===== config.mk =====
export PLATFORM = sky130hd
export DESIGN_NAME = bcd_addsub_serial
export DESIGN_NICKNAME = d
export VERILOG_FILES = /design/src/rtl/bcd_pkg.sv /design/src/rtl/bcd_digit_adder.sv /design/src/rtl/bcd_addsub_serial.sv
export SDC_FILE = /design/constraint.sdc
export NUM_CORES = 1
export LEC_CHECK = 0
export ABC_AREA = 1
export BUFFER_PORTS_ARGS = -buffer_cell sky130_fd_sc_hd__buf_2
export CAP_MARGIN = 10
export CORE_ASPECT_RATIO = 0.6
export CORE_UTILIZATION = 34
export DETAILED_ROUTE_END_ITERATION = 16
export PLACE_DENSITY_LB_ADDON = 0.05
export SYNTH_ARGS = -nofsm -noshare
export SYNTH_HDL_FRONTEND = slang
export SYNTH_SLANG_ARGS = --single-unit

===== constraint.sdc =====
create_clock -name clk -period 6.5 [get_ports clk]
set_input_delay 1.3 -clock clk [delete_from_list [all_inputs] [get_ports clk]]
set_output_delay 1.3 -clock clk [all_outputs]
set_load 0.01 [all_outputs]

===== src/rtl/bcd_pkg.sv =====
// rtl/bcd_pkg.sv - shared types and constants for the serial BCD add/subtract unit
package bcd_pkg;

  typedef enum logic [1:0] {
    IDLE   = 2'd0,
    ADD    = 2'd1,
    RECOMP = 2'd2,
    DONE   = 2'd3
  } state_t;

  localparam logic [3:0] BCD_NINE = 4'd9;
  localparam logic [3:0] BCD_CORR = 4'd6;

  function automatic logic digit_ok(input logic [3:0] d);
    return d <= BCD_NINE;
  endfunction

endpackage


===== src/rtl/bcd_digit_adder.sv =====
// rtl/bcd_digit_adder.sv - combinational single-digit decimal adder with >9 correction
module bcd_digit_adder
  import bcd_pkg::*;
(
  input  logic [3:0] x,
  input  logic [3:0] y,
  input  logic       c_in,
  output logic [3:0] digit,
  output logic       c_out
);

  logic [4:0] s;

  always_comb begin
    s = {1'b0, x} + {1'b0, y} + {4'b0, c_in};
    if (s > 5'd9) begin
      digit = s[3:0] + BCD_CORR;
      c_out = 1'b1;
    end else begin
      digit = s[3:0];
      c_out = 1'b0;
    end
  end

endmodule


===== src/rtl/bcd_addsub_serial.sv =====
// rtl/bcd_addsub_serial.sv - digit-serial packed-BCD adder/subtractor, sign-magnitude subtract
module bcd_addsub_serial
  import bcd_pkg::*;
#(
  parameter int DIGITS = 4
) (
  input  logic                clk,
  input  logic                rst,
  input  logic                in_valid,
  output logic                in_ready,
  input  logic [4*DIGITS-1:0] a,
  input  logic [4*DIGITS-1:0] b,
  input  logic                mode,
  input  logic                cin,
  output logic                out_valid,
  input  logic                out_ready,
  output logic [4*DIGITS-1:0] result,
  output logic                cout,
  output logic                neg,
  output logic                err
);

  localparam int W  = 4 * DIGITS;
  localparam int CW = $clog2(DIGITS) + 1;

  state_t         state, state_nxt;
  logic [W-1:0]   a_sr, b_sr, r_sr;
  logic [CW-1:0]  cnt;
  logic           mode_r, carry, err_r, cout_r, neg_r;
  logic           accept, last, in_bad;
  logic [3:0]     add_x, add_y, add_digit;
  logic           add_cout;

  assign accept = in_valid && in_ready;
  assign last   = (cnt == CW'(DIGITS - 1));

  always_comb begin
    in_bad = 1'b0;
    for (int i = 0; i < DIGITS; i++) begin
      if (!digit_ok(a[4*i +: 4]) || !digit_ok(b[4*i +: 4])) in_bad = 1'b1;
    end
  end

  bcd_digit_adder u_digit_adder (
    .x     (add_x),
    .y     (add_y),
    .c_in  (carry),
    .digit (add_digit),
    .c_out (add_cout)
  );

  always_ff @(posedge clk) begin
    if (rst) state <= IDLE;
    else     state <= state_nxt;
  end

  always_comb begin
    state_nxt = state;
    case (state)
      IDLE:    if (accept) state_nxt = ADD;
      ADD: begin
        if (err_r)     state_nxt = DONE;
        else if (last) state_nxt = (mode_r && !add_cout) ? RECOMP : DONE;
      end
      RECOMP:  if (last) state_nxt = DONE;
      DONE:    if (out_ready) state_nxt = IDLE;
      default: state_nxt = IDLE;
    endcase
  end

  // The shared adder sees operand digits in ADD and the nines-complement of R in RECOMP.
  always_comb begin
    in_ready  = (state == IDLE) && !rst;
    out_valid = (state == DONE);
    add_x     = 4'd0;
    add_y     = 4'd0;
    case (state)
      ADD: begin
        add_x = a_sr[3:0];
        add_y = mode_r ? (BCD_NINE - b_sr[3:0]) : b_sr[3:0];
      end
      RECOMP:  add_x = BCD_NINE - r_sr[3:0];
      default: ;
    endcase
  end

  always_ff @(posedge clk) begin
    if (rst) begin
      a_sr   <= '0;
      b_sr   <= '0;
      r_sr   <= '0;
      cnt    <= '0;
      mode_r <= 1'b0;
      carry  <= 1'b0;
      err_r  <= 1'b0;
      cout_r <= 1'b0;
      neg_r  <= 1'b0;
    end else begin
      case (state)
        IDLE: begin
          if (accept) begin
            a_sr   <= a;
            b_sr   <= b;
            r_sr   <= '0;
            cnt    <= '0;
            mode_r <= mode;
            carry  <= mode ? ~cin : cin;
            err_r  <= in_bad;
            cout_r <= 1'b0;
            neg_r  <= 1'b0;
          end
        end
        ADD: begin
          if (!err_r) begin
            a_sr  <= a_sr >> 4;
            b_sr  <= b_sr >> 4;
            r_sr  <= (r_sr >> 4) | (W'(add_digit) << (W - 4));
            cnt   <= cnt + 1'b1;
            carry <= add_cout;
            if (last) begin
              cnt <= '0;
              if (!mode_r) begin
                cout_r <= add_cout;
              end else if (!add_cout) begin
                // No carry out of the tens-complement sum means A-B-cin went negative.
                cout_r <= 1'b1;
                neg_r  <= 1'b1;
                carry  <= 1'b1;
              end
            end
          end
        end
        RECOMP: begin
          r_sr  <= (r_sr >> 4) | (W'(add_digit) << (W - 4));
          cnt   <= cnt + 1'b1;
          carry <= add_cout;
        end
        default: ;
      endcase
    end
  end

  assign result = r_sr;
  assign cout   = cout_r;
  assign neg    = neg_r;
  assign err    = err_r;

endmodule


==> flow_summary.json <==
{
  "cap_violations": 0,
  "remaining_drc_errors": 0,
  "setup_ws_ns": 2.42,
  "netlist_area_um2": 3020,
  "layout_commonest_cell": "nand2_1",
  "crit_family": "adder cells",
  "die_w_um": 124,
  "grt_pass1_vias": 2586,
  "fin_crit_ns": 4.08,
  "critPathArrivalTime_ns": 4.34,
  "antenna_cells": 0,
  "numCtsBuffers": 9,
  "area_growth_pct": 20.3,
  "final_net_count": 524,
  "core_um2": 8560,
  "clock-root-buffer": "clkbuf_16",
  "antenna_found_initial": 0,
  "end_kind": "flip-flop",
  "outcome": "complete, no violations",
  "power_uw": 1450,
  "synth-edff-count": 0,
  "rsz0062_at_grt": "false",
  "first_iter_violations": 116,
  "finalSetupViolCount": 0,
  "cp.buffers_inverters": 3,
  "synth.top_cells.by_area": "dfxtp_1 38%, nand2_1 16%, a21oi_1 7.5%",
  "first_pass_iters": 4,
  "avgSynthCellArea_um2": 7.15,
  "mostFrequentLayoutCells": "129 x nand2_1, 58 x dfxtp_1, 58 x buf_2, 45 x a21oi_1, 35 x o21ai_0",
  "async_flop_share_pct": 0,
  "cts.clk_slew.worst_paths_ns": 0.05,
  "worst_path_max_delay_cell": "inv_2",
  "multi_input_area_um2": 1600,
  "vias_per_cell": 4.84,
  "cts_tree": "yes",
  "clock_sinks": 58,
  "fmax_mhz": 245,
  "dieArea_um2": 9270,
  "vdd_drop_max_uv": 185,
  "routabilityCongestion": 0.842,
  "initial_utilization_pct": 35.3,
  "synth_warnings": 0,
  "power.leakage_uw": 0.00159,
  "ctsHtreeMaxLevel": 3,
  "clk_latency_ns": 0.33,
  "seq_area_um2": 1160,
  "setup_tns_ns": 0,
  "cpPeakStageDelay_ns": 0.64,
  "wl_um": 8250,
  "fillers": 947,
  "hpwl_um": 5940,
  "synthDistinctLibCells": 32,
  "grt_start_max_net_pins": 50,
  "ys.flop_type": "dfxtp_1",
  "ys_ff_latch": 58,
  "clk_path_buf_depth": 2,
  "final_util_pct": 42.4,
  "rows": 26,
  "tightest_slew_ns": 1.03,
  "worst_path_most_repeated_cell": "nand2_1",
  "drive_above_1_share_pct": 17.3,
  "worstPathMaxFanout": 34,
  "crit_type": "reg2reg",
  "final_cell_area_um2": 3630,
  "cts_hold_buffers": 0,
  "hold_viol_final": 0,
  "final_antenna_net_count": 0,
  "yosysSeqAreaShare_pct": 38.5,
  "synth_cells": 422,
  "port_buffers": 58,
  "track_usage_pct": 19.2,
  "start_kind": "flip-flop",
  "p_per_area_nw_per_um2": 400,
  "pre_cts_slack_ns": 2.44,
  "overflow": 0,
  "finClkSkew_ns": 0.00699,
  "min_path_type": "reg2reg",
  "fin_crit_sh_pct": 62.8,
  "synth.top_cell.area_share_pct": 38.5,
  "io_pins": 59,
  "path_cells": "inv_1 > ha_1 > inv_2 > nor2_1 > fa_1 > fa_1 > nand2_1 > nand2_1 > ha_1 > inv_1 > nor2_1 > a21oi_1 > nand2_1 > nand2_1 > nand2_1 > and2_1 > nor2_1",
  "place_area_um2": 3320,
  "dr_total_vias": 2829,
  "ctsResizeCount": 0,
  "syn-num-nets": 477,
  "wl_per_cell_um": 14.1,
  "crit_required_ns": 6.76,
  "synth_top_cell_by_area": "dfxtp_1",
  "grt_pass1_wl_um": 13200,
  "post_cts_buffers": 0,
  "maxSlewViolCount": 0,
  "die_y_um": 75.0,
  "slew_headroom_pct": 31.5
}
==> Yosys cell counts, types with 4 or more instances <==
| cell | n |
|---|---|
| a21oi_1 | 45 |
| nand3_1 | 21 |
| o21ai_0 | 35 |
| clkbuf_1 | 12 |
| a31oi_1 | 24 |
| buf_4 | 4 |
| inv_1 | 31 |
| ha_1 | 15 |
| dfxtp_1 | 58 |
| nor2_1 | 16 |
| o21ai_1 | 4 |
| nand2_1 | 129 |
==> state kept, by name, indices dropped and copies added (netlist names), 2 cells and up <==
register  cells
state         2
a_sr         16
result       16
b_sr         16
cnt           3
==> power by group <==
part | internal, uW | switching [uW] | leakage [uW]
logic | 153 | 342 | 0.000962
registers | 429 | 48.5 | 0.000474
clock network | 325 | 155 | 0.000152
==> per-layer routing <==
metal / vias to the layer above / share of wire [%] / track usage [%]
met4: 0 / 1.1 / 5.62
met3: 7 / 5.4 / 5.15
li1: 1497 / - / -
met2: 55 / 37 / 25.2
met1: 1270 / 56 / 29.7
met5: - / 0 / 0
==> worst min-delay path: cells and delay by family (launching register included) <==
kind                   cells  cell delay (ns)
AO/OA/AOI/OAI              1             0.05
flip-flops                 1             0.30
buffers and inverters      1             0.05
==> metrics by stage <==
step / instances / hold WS [ns]
finish: 585 / 0.445
global route: 585 / 0.476
CTS: 585 / 0.450
detailed placement: 570 / 0.442
global placement: 570 / 0.450
floorplan: 422 / 0.441
==> final cells by class <==
type | instances | area share [%]
Inverter | 34 | 3.58
Tap cell | 112 | 3.86
Multi-Input combinational cell | 308 | 44.2
Sequential cell | 58 | 32.0
Clock buffer | 13 | 7.45
Timing Repair Buffer | 58 | 8.00
Clock inverter | 2 | 0.965
==> cells by family after synthesis <==
family,share of synthesized area (%)
and+or+nand+nor,25.0
AOI/OAI and AO/OA,20.0
DFF,38.5
buffers and inverters,8.42
adders and majority gates,7.55
xor gates and xnor gates,0.581
==> worst paths after layout <==
check,startpoint,endpoint,slack (ns),cells past startpoint
min,neg$_SDFFE_PP0P_,neg$_SDFFE_PP0P_,0.45,2
max reg2reg,state[1]$_SDFFE_PP0P_,cout$_SDFFE_PP0P_,2.42,17
min reg2reg,neg$_SDFFE_PP0P_,neg$_SDFFE_PP0P_,0.45,2
max,state[1]$_SDFFE_PP0P_,cout$_SDFFE_PP0P_,2.42,17
(Power assumes the default switching activity.)
